===== src/rtl/comparator_search_ctrl.sv =====
// Binary-search initiator for an lt/gt/eq comparator responder.
// Define COMPARATOR_TIMEOUT_EN to abort a probe after TIMEOUT ack-less cycles.
module comparator_search_ctrl #(
  parameter int WIDTH   = 8,
  parameter int TIMEOUT = 16
) (
  input  logic             i_w_clk,
  input  logic             i_w_rst_n,
  input  logic             i_w_start,
  input  logic             i_w_ack,
  input  logic             i_w_lt,
  input  logic             i_w_gt,
  input  logic             i_w_eq,
  output logic             o_w_req,
  output logic [WIDTH-1:0] o_w_guess,
  output logic             o_w_busy,
  output logic             o_w_done,
  output logic             o_w_found,
  output logic             o_w_err,
  output logic [WIDTH-1:0] o_w_result
);

  localparam logic [WIDTH-1:0] MAXV = {WIDTH{1'b1}};

  typedef enum logic [1:0] {
    S_IDLE,
    S_CALC,
    S_REQ,
    S_DONE
  } state_t;

  state_t state, state_nxt;

  logic [WIDTH-1:0] low, low_d;
  logic [WIDTH-1:0] high, high_d;
  logic [WIDTH-1:0] guess, guess_d;
  logic [WIDTH-1:0] result, result_d;
  logic             found, found_d;
  logic             err, err_d;
  logic             req, busy, done;
  logic [WIDTH:0]   mid;
  logic             one_hot;
  logic             last_probe;
  logic             expired;

  assign mid     = {1'b0, low} + {1'b0, high};
  assign one_hot = ({i_w_lt, i_w_gt, i_w_eq} == 3'b100)
                || ({i_w_lt, i_w_gt, i_w_eq} == 3'b010)
                || ({i_w_lt, i_w_gt, i_w_eq} == 3'b001);

  // Search ends on bad flags, a hit, or when the interval cannot shrink.
  assign last_probe = !one_hot || i_w_eq
                   || (i_w_lt && guess == MAXV)
                   || (i_w_gt && guess == '0);

`ifdef COMPARATOR_TIMEOUT_EN
  localparam int CW = $clog2(TIMEOUT + 1);
  logic [CW-1:0] cnt, cnt_d;

  assign expired = !i_w_ack && (cnt == CW'(TIMEOUT - 1));

  always_comb begin
    cnt_d = cnt;
    if (state == S_CALC) begin
      cnt_d = '0;
    end else if (state == S_REQ && !i_w_ack) begin
      cnt_d = cnt + CW'(1);
    end
  end

  always_ff @(posedge i_w_clk or negedge i_w_rst_n) begin
    if (!i_w_rst_n) begin
      cnt <= '0;
    end else begin
      cnt <= cnt_d;
    end
  end
`else
  assign expired = 1'b0;
`endif

  always_ff @(posedge i_w_clk or negedge i_w_rst_n) begin
    if (!i_w_rst_n) begin
      state <= S_IDLE;
    end else begin
      state <= state_nxt;
    end
  end

  always_comb begin
    state_nxt = state;
    unique case (state)
      S_IDLE: begin
        if (i_w_start) state_nxt = S_CALC;
      end
      S_CALC: begin
        state_nxt = (low > high) ? S_DONE : S_REQ;
      end
      S_REQ: begin
        if (i_w_ack) begin
          state_nxt = last_probe ? S_DONE : S_CALC;
        end else if (expired) begin
          state_nxt = S_DONE;
        end
      end
      S_DONE: begin
        state_nxt = S_IDLE;
      end
      default: begin
        state_nxt = S_IDLE;
      end
    endcase
  end

  always_comb begin
    low_d    = low;
    high_d   = high;
    guess_d  = guess;
    result_d = result;
    found_d  = found;
    err_d    = err;
    unique case (state)
      S_IDLE: begin
        if (i_w_start) begin
          low_d    = '0;
          high_d   = MAXV;
          found_d  = 1'b0;
          err_d    = 1'b0;
          result_d = '0;
        end
      end
      S_CALC: begin
        if (low > high) begin
          found_d = 1'b0;
        end else begin
          guess_d = mid[WIDTH:1];
        end
      end
      S_REQ: begin
        if (i_w_ack) begin
          if (!one_hot) begin
            err_d   = 1'b1;
            found_d = 1'b0;
          end else if (i_w_eq) begin
            found_d  = 1'b1;
            result_d = guess;
          end else if (i_w_lt) begin
            if (guess != MAXV) low_d = guess + WIDTH'(1);
          end else begin
            if (guess != '0) high_d = guess - WIDTH'(1);
          end
        end else if (expired) begin
          err_d   = 1'b1;
          found_d = 1'b0;
        end
      end
      default: begin
      end
    endcase
  end

  always_ff @(posedge i_w_clk or negedge i_w_rst_n) begin
    if (!i_w_rst_n) begin
      low    <= '0;
      high   <= MAXV;
      guess  <= '0;
      result <= '0;
      found  <= 1'b0;
      err    <= 1'b0;
      req    <= 1'b0;
      busy   <= 1'b0;
      done   <= 1'b0;
    end else begin
      low    <= low_d;
      high   <= high_d;
      guess  <= guess_d;
      result <= result_d;
      found  <= found_d;
      err    <= err_d;
      req    <= (state_nxt == S_REQ);
      busy   <= (state_nxt != S_IDLE);
      done   <= (state_nxt == S_DONE);
    end
  end

  assign o_w_req    = req;
  assign o_w_guess  = guess;
  assign o_w_busy   = busy;
  assign o_w_done   = done;
  assign o_w_found  = found;
  assign o_w_err    = err;
  assign o_w_result = result;

endmodule


===== config.mk =====
export PLATFORM = sky130hd
export DESIGN_NAME = comparator_search_ctrl
export DESIGN_NICKNAME = d
export VERILOG_FILES = /design/src/rtl/comparator_search_ctrl.sv
export SDC_FILE = /design/constraint.sdc
export NUM_CORES = 1
export LEC_CHECK = 0
export CAP_MARGIN = 20
export CELL_PAD_IN_SITES_DETAIL_PLACEMENT = 0
export CELL_PAD_IN_SITES_GLOBAL_PLACEMENT = 1
export CORE_ASPECT_RATIO = 1.2
export CORE_UTILIZATION = 47
export CTS_BUF_LIST = sky130_fd_sc_hd__clkbuf_4
export CTS_CLUSTER_DIAMETER = 30
export CTS_CLUSTER_SIZE = 8
export DETAILED_ROUTE_END_ITERATION = 16
export PLACE_DENSITY_LB_ADDON = 0.05
export SETUP_SLACK_MARGIN = 0.2
export SLEW_MARGIN = 20
export SYNTH_ARGS = -nofsm -noshare
export SYNTH_HDL_FRONTEND = slang
export SYNTH_SLANG_ARGS = --single-unit

===== constraint.sdc =====
create_clock -name i_w_clk -period 3.8 [get_ports i_w_clk]
set_clock_uncertainty 0.1 [all_clocks]
set_input_delay 0.76 -clock i_w_clk [delete_from_list [all_inputs] [get_ports i_w_clk]]
set_output_delay 0.76 -clock i_w_clk [all_outputs]
set_load 0.1 [all_outputs]

# Yosys cells after proc, flatten, opt, wreduce, memory -nomap -nowiden
# Cells that the tools add are included.
[classes] n_addsub=3 n_lt_le_gt_ge=1 n_eq_ne=22 mux=32 n_bitwise=1 reduce_logical=20
[ops] op="$mux W8" count=15
[ops] op="$pmux W8 S2" count=3
[ops] op="$ne A2 B2 Y1 const B" count=11
[ops] op="$reduce_and A7 Y1" count=2
[ops] op="$reduce_and A5 Y1" count=2
[ops] op="$add A8 B8 Y9" count=1
[ops] op="$add A8 B1 Y8 const B" count=1
[ops] op="$eq A2 B2 Y1 const B" count=4
[ops] op="$eq A8 B8 Y1 const B" count=1
[ops] op="$gt A8 B8 Y1" count=1
[ops] op="$logic_not A8 Y1" count=1
[ops] op="$mux W1" count=8
[ops] op="$ne A8 B8 Y1 const B" count=1
[ops] op="$pmux W2 S4" count=1
[ops] op="$reduce_bool A8 Y1" count=1
[ops] op="$sub A8 B1 Y8 const B" count=1
[ops] op="$mux W2" count=3
[ops] op="$logic_or A1 B1 Y1" count=5
[ops] op="$reduce_and A4 Y1" count=1
[ops] op="$reduce_bool A2 Y1" count=2
[ops] op="$eq A3 B1 Y1 const B" count=1
[ops] op="$eq A3 B2 Y1 const B" count=1
[ops] op="$eq A3 B3 Y1 const B" count=1
[ops] op="$ne A3 B3 Y1 const B" count=1
[ops] op="other kinds (9)" count=10
[totals] register_bits=39 in_bits=7 out_inout_bits=21 elab_cells=89

# Logic depth before layout (Yosys ltp)
[depth] depth_word=11 depth_mapped=9 ltp_nobuf=9

# Worst setup path before layout
# No wires, ideal clock.
[synth_path] path_kind="register -> register" startpoint="reg guess[1], in the netlist o_w_guess[1]" endpoint="reg low[0]" setup_time_ns=0.092 arrival_ns=2.215 required_time_ns=3.608 slack_ns=1.393 path_stages_with_launch=10 n_path_buf=2 synth_period_minus_slack_ns=2.407 path_cell_list="dfrtp_1 -> ha_1 -> and2_1 -> and4_4 -> o21ai_1 -> nand2b_1 -> buf_2 -> buf_6 -> nand2_1 -> o31ai_2"
[synth_between] elab_chain_len=3
[synth_lines] item="from (decl)" line="36" source="logic [WIDTH-1:0] guess, guess_d;"
[synth_lines] item="from (signal assigned)" line="176" source="guess <= guess_d;"
[synth_lines] item="$ne A8 B8 Y1" line="148" source="if (guess != MAXV) low_d = guess + WIDTH'(1);"
[synth_lines] item="$ne A2 B2 Y1 (no line)"
[synth_lines] item="$reduce_and A7 Y1 (no line)"
[synth_lines] item="to (signal assigned)" line="174" source="low <= low_d;"
[synth_lines] item="to (decl)" line="34" source="logic [WIDTH-1:0] low, low_d;"
# No other way between the ends.
# A chain may end at the register's enable or synchronous reset.

# Worst setup path after layout
[layout_path] startpoint="reg guess[4], in the netlist o_w_guess[4]" endpoint="out o_w_guess[4]"
[layout_lines] item="to (decl)" line="15" source="output logic [WIDTH-1:0] o_w_guess,"
# No word-level cell between the ends.

==> flow_summary.yaml <==
cts:
  cts_root_buf: "clkbuf_4"
  numClockSinks: 39
  post_cts_buffers: 0
  postCtsHoldBufs: 0
  cts_tree: "done"
  clk_pin_slew_ps: 130
  ctsResizeCount: 0
  cts.path.max_buffers: 2
  numCtsBuffers: 5
  htree_levels: 2
  clock_latency_ps: 350
sta:
  hold_viol: 0
  setup_viol: 0
  maxSlewViolCount: 0
  fin_setup_tns_ps: 0
  fmax_mhz: 337
  slew_headroom: 0.349
  rsz0062_at_grt: "false"
  finalCriticalPeriod_ps: 2970
  finalCritPeriodShare: 0.781
  tightestPinTransition_ps: 974
worst_setup_path:
  slowest_stage: "clkdlybuf4s50_1"
  cp.required_ps: 2940
  r2r.worst_path.cells: 8
  cp.arrival_ps: 2110
  r2r_slack_ps: 1350
  cp_max_fo: 9
  path_class: "reg2out"
  cp_top_family: "buffers and inverters"
  worst_setup_path_end_kind: "primary output"
  path_cells: "clkdlybuf4s50_1"
  rr_startpoint: "high[1]"
  reg2reg_to: "o_w_guess[4]"
  path_buf_inv: 1
  max_stage_delay_ps: 1200
  worst-path-stages: 1
  worstSetupStartpointType: "register"
synth:
  ys_ff_latch: 39
  avgSynthCellArea_sq_um: 9.35
  syn_nets: 287
  netlist_area_sq_mm: 0.00243
  yosysSeqAreaShare: 0.406
  ys_types: 48
  yosys_warnings: 0
  postSynthCellCount: 260
cells_and_area:
  drive_gt1_frac: 0.120
  fin_nets: 309
  antenna_cells: 0
  seq_area_sq_um: 986
  syn_to_final_growth_pct: 13.6
  fill_cells: 476
  multiInputGateArea_sq_mm: 0.00126
routing:
  vias: 1788
  ant_nets: 0
  initialDrtViolationCount: 45
  wl_per_cell_microns: 15.5
  viasPerCell: 5.21
  drc: 0
  routed_wl_mm: 5.33
  drt_first_pass_iters: 4
global_route:
  grt_max_degree: 40
  groute.usage.overall: 0.219
  grt_pass1_wl_mm: 8.79
  overflow: 0
  antenna_found_initial: 0
  grt_pass1_vias: 1748
die:
  num_rows: 28
  io_pins: 28
  die_x_microns: 67.6
  initial_core_util: 0.492
  coreArea_sq_mm: 0.00494
  die_area_sq_mm: 0.00546
  dieHeight_microns: 80.8
place:
  gp_congestion: 0.774
  numPortBuffers: 27
  hpwl_mm: 3.88
flow_run:
  maxCapViolations: 0
min_path:
  hold_path_class: "in2async"
status:
  status: "completed"
[worst max-delay path by stage]
stage	startpoint	to	slack (ps)
finish	o_w_guess[4]	o_w_guess[4]	830
floorplan	o_w_guess[1]	low[0]	1390
detailed placement	i_w_ack	low[2]	1170
global route	o_w_guess[4]	o_w_guess[4]	760
CTS	o_w_guess[4]	o_w_guess[4]	820
global placement	i_w_ack	low[7]	1180
[cells in the final DEF, fill, tap and decap left out, types with 4 or more instances in the layout]
cell             count
nand2b_1             6
buf_4                7
o31ai_1              7
inv_1               28
nand2_1             18
clkdlybuf4s50_1     20
xnor2_1             11
nand3_1             14
o21ai_0             11
dfstp_2              8
o21ai_1              4
ha_1                19
nor2_1              23
xor2_1               7
mux2i_1              5
a21oi_1             16
dfrtp_1             31
clkbuf_4             5
[state kept, by name (all words and copies together) (netlist names)]
| register | cells |
|---|---|
| high | 8 |
| low | 8 |
| o_w_busy | 1 |
| o_w_done | 1 |
| o_w_err | 1 |
| o_w_found | 1 |
| o_w_guess | 8 |
| o_w_req | 1 |
| o_w_result | 8 |
| state | 2 |
[area by class of cell]
class	instances	area share
clock inverter	3	0.0140
sequential	39	0.357
timing repair buffer	28	0.0933
tap	60	0.0272
multi-input combinational	180	0.457
inverter	28	0.0381
clock buffer	5	0.0136
[logic make-up after synthesis]
group	Yosys count	synth area share
simple gates	80	0.167
mux	10	0.0453
xor+xnor	18	0.0649
compound gates	52	0.135
fa+ha+maj	20	0.106
flops	39	0.406
buf+inv	41	0.0752
[metal layers]
metal  vias up  track usage  wire [microns]
met2        24        0.350            2490
met3         5       0.0323             126
met1       842        0.306            2650
met5         -            0               0
li1        917            -               -
met4         0       0.0574              59
[synth_stat cells, drive strengths merged]
| master | number | area share |
|---|---|---|
| dfrtp | 31 | 0.32 |
| inv | 28 | 0.043 |
| nor2 | 24 | 0.040 |
| a21oi | 19 | 0.044 |
| ha | 19 | 0.098 |
| nand2 | 18 | 0.028 |
| o21ai | 15 | 0.031 |
| nand3 | 14 | 0.029 |
| xnor2 | 11 | 0.040 |
| buf | 10 | 0.027 |
| dfstp | 8 | 0.087 |
| o31ai | 8 | 0.027 |
| xor2 | 7 | 0.025 |
| nand2b | 6 | 0.015 |
| mux2 | 5 | 0.025 |
| mux2i | 5 | 0.021 |
| and3 | 3 | 0.0098 |
| clkbuf | 3 | 0.0046 |
| nand4 | 2 | 0.0051 |
| nor2b | 2 | 0.0051 |
| nor3 | 2 | 0.0041 |
| nor4 | 2 | 0.0077 |
| o21a | 2 | 0.0062 |
| o221ai | 2 | 0.0098 |
| o22ai | 2 | 0.0051 |
| a21o | 1 | 0.0031 |
| a221oi | 1 | 0.0036 |
| a31oi | 1 | 0.0026 |
| and2 | 1 | 0.0026 |
| and4 | 1 | 0.0046 |
| fa | 1 | 0.0082 |
| nand4b | 1 | 0.0036 |
| nor3b | 1 | 0.0031 |
| nor4bb | 1 | 0.0041 |
| o41ai | 1 | 0.0036 |
| or2 | 1 | 0.0026 |
| or3 | 1 | 0.0026 |
[metrics by stage]
stage	hold WS [ps]	cell area, sq um	util	cells	setup WS [ps]
6_report	414	2760	0.559	343	831
5_1_grt	456	2760	0.559	343	763
4_1_cts	428	2760	0.559	343	815
3_5_place_dp	396	2690	0.544	335	1170
3_3_place_gp	396	2690	0.544	335	1180
2_1_floorplan	364	2430	-	260	1390
Power is not shown: default switching activity piles up to over one toggle a cycle in this logic, so the estimate is an artifact.
==> patch (same settings) <==
`WIDTH`: 8 -> 9.
--- a/src/rtl/comparator_search_ctrl.sv
+++ b/src/rtl/comparator_search_ctrl.sv
@@ -1,7 +1,7 @@
 // Binary-search initiator for an lt/gt/eq comparator responder.
 // Define COMPARATOR_TIMEOUT_EN to abort a probe after TIMEOUT ack-less cycles.
 module comparator_search_ctrl #(
-  parameter int WIDTH   = 8,
+  parameter int WIDTH   = 9,
   parameter int TIMEOUT = 16
 ) (
   input  logic             i_w_clk,
Interface: changed (resized o_w_guess and o_w_result); port bits go from 28 to 30. No check against the original RTL was run, so the function may have changed too.
==> patch against the original RTL <==
- area after synthesis up 12%
- worst setup slack better by 0.031 ns
- die area up 12%
- cell area up 13%
- routed wire length up 14%
- first-iteration DRC count up 20%
- sequential cell count up 4
- critical path type unchanged
- critical endpoint is now o_w_guess[1]
Power is not shown: default switching activity piles up to over one toggle a cycle in this logic, so the estimate is an artifact.
==> patch: results (changes against the original RTL) <==
detailed_routing:
  vias_per_cell: 5.48  # +5.1%
  met1_length_um: 2910  # +9.8%
  wl_met3_um: 201  # +60%
  firstDrtPassIters: 4  # unchanged
  dr.first_iter.drc_count: 54  # +20%
  wl_per_cell_um: 16.0  # +3.0%
  dr.max_layer_used: "met4"
  met2_length_um: 2880  # +16%
global_route:
  grt_max_degree: 44  # +10%
  met2_usage: 0.354  # +0.00461
  busiest_layer: "met2"
  grt_pass1_vias: 2023  # +16%
  antenna_found_initial: 0  # unchanged
  grt_util_met1: 0.307  # +0.000726
  grt_first_pass_wirelength_um: 10300  # +17%
  grt_util_all_layers: 0.219  # +0.000618
  use_met3: 0.0356  # +0.00333
cts:
  cts_made_buffers: 5  # unchanged
  ctsResizeCount: 0  # unchanged
  cts_root_buf: "clkbuf_4"
  cts_htree_levels: 2  # unchanged
  clock_latency_ns: 0.36
  clk_pin_slew_worst_paths_ns: 0.13  # about the same
  post_cts_buffers: 0  # unchanged
  cts_max_path_buffers: 2  # unchanged
placement:
  hpwl_um: 4550  # +17%
  io_buffers: 29  # +7.4%
  place.gp.congestion: 0.788  # +1.8%
timing:
  worst_pin_slew_ns: 0.975  # +0.00119 ns
synthesis:
  syn_nets: 323  # +13%
  ys_top_cells_by_count: "dfrtp_1, o21ai_0, inv_1"
  ys_seq_area_frac: 0.398  # -0.00733
  yosys-top-cells-area: "dfrtp_1, ha_1, dfstp_2, o21ai_0, inv_1"
  ys_warn_count: 0  # unchanged
  yosysMostFrequentCell: "dfrtp_1"
  async_reset_ff_frac: 1.00  # unchanged
  synth.distinct_cells: 50  # +4.2%
worst_hold_path:
  hp-start: "o_w_err$_DFFE_PN0P_"
  hold_class: "flip-flop to flip-flop"
critical_path:
  critPathTopFamily: "buffers and inverters"
  crit_fanout: 8  # -1
  cpPeakStageDelay_ns: 1.19
  arrival_ns: 2.08  # -0.03 ns
  r2r_start: "high[7]$_DFFE_PN1P_"
  crit_slowest_cell: "clkdlybuf4s50_1"
  startpoint: "o_w_guess[1]$_DFFE_PN0P_"
layout:
  final_nets: 344  # +11%
  drive_gt1_frac: 0.127  # +0.00684
outcome:
  outcome: "complete, no violations"
patch: changes by cell type in the layout (fill, tap and decap cells not counted), sizes merged, moves of 4 or more:
cell	unedited run	this run
a21oi	19	6
nand2	18	23
nor2	24	17
nor2b	2	6
o21ai	15	30
o21ba	0	4
o31ai	8	1
patch: worst paths after layout:
check	to	slack, ns	cells after the start
max in group asynchronous	o_w_err$_DFFE_PN0P_	2.59	1
worst max-delay path	o_w_guess[1]	0.86	1
worst max register to register	o_w_guess[5]$_DFFE_PN0P_	1.02	7
min in group asynchronous	o_w_guess[6]$_DFFE_PN0P_	0.43	1
worst min-delay path	o_w_err$_DFFE_PN0P_	0.41	1
worst min register to register	o_w_err$_DFFE_PN0P_	0.41	1
patch: cell families (layout without fill, tap and decap cells):
group                      after synthesis  count (layout)  share of synthesized area
and+or+nand+nor                         87              87                      0.164
AOI/OAI and AO/OA                       66              66                      0.157
buffers and inverters                   44              66                     0.0669
DFF                                     43              43                      0.398
adders and majority gates               23              23                      0.108
xor gates and xnor gates                20              20                     0.0642
muxes                                   10              10                     0.0413
patch: area by class of cell:
cell class,count,area [um2]
tap,64,80.1
multi-input combinational,206,1460
clock buffer,6,45.0
timing repair buffer,30,278
inverter,28,105
clock inverter,2,60.1
sequential,43,1090
fill,524,2520
patch: stage by stage:
| step | cell area (um2) | std cells | worst slack, ns | utilization | hold slack (ns) |
|---|---|---|---|---|---|
| after floorplan | 2730 | 293 | 0.882 | - | 0.364 |
| after global placement | 3010 | 371 | 1.07 | 0.534 | 0.382 |
| after detailed placement | 3010 | 371 | 1.03 | 0.534 | 0.381 |
| after CTS | 3110 | 379 | 0.843 | 0.553 | 0.418 |
| after global routing | 3110 | 379 | 0.795 | 0.553 | 0.446 |
| final | 3110 | 379 | 0.862 | 0.553 | 0.408 |
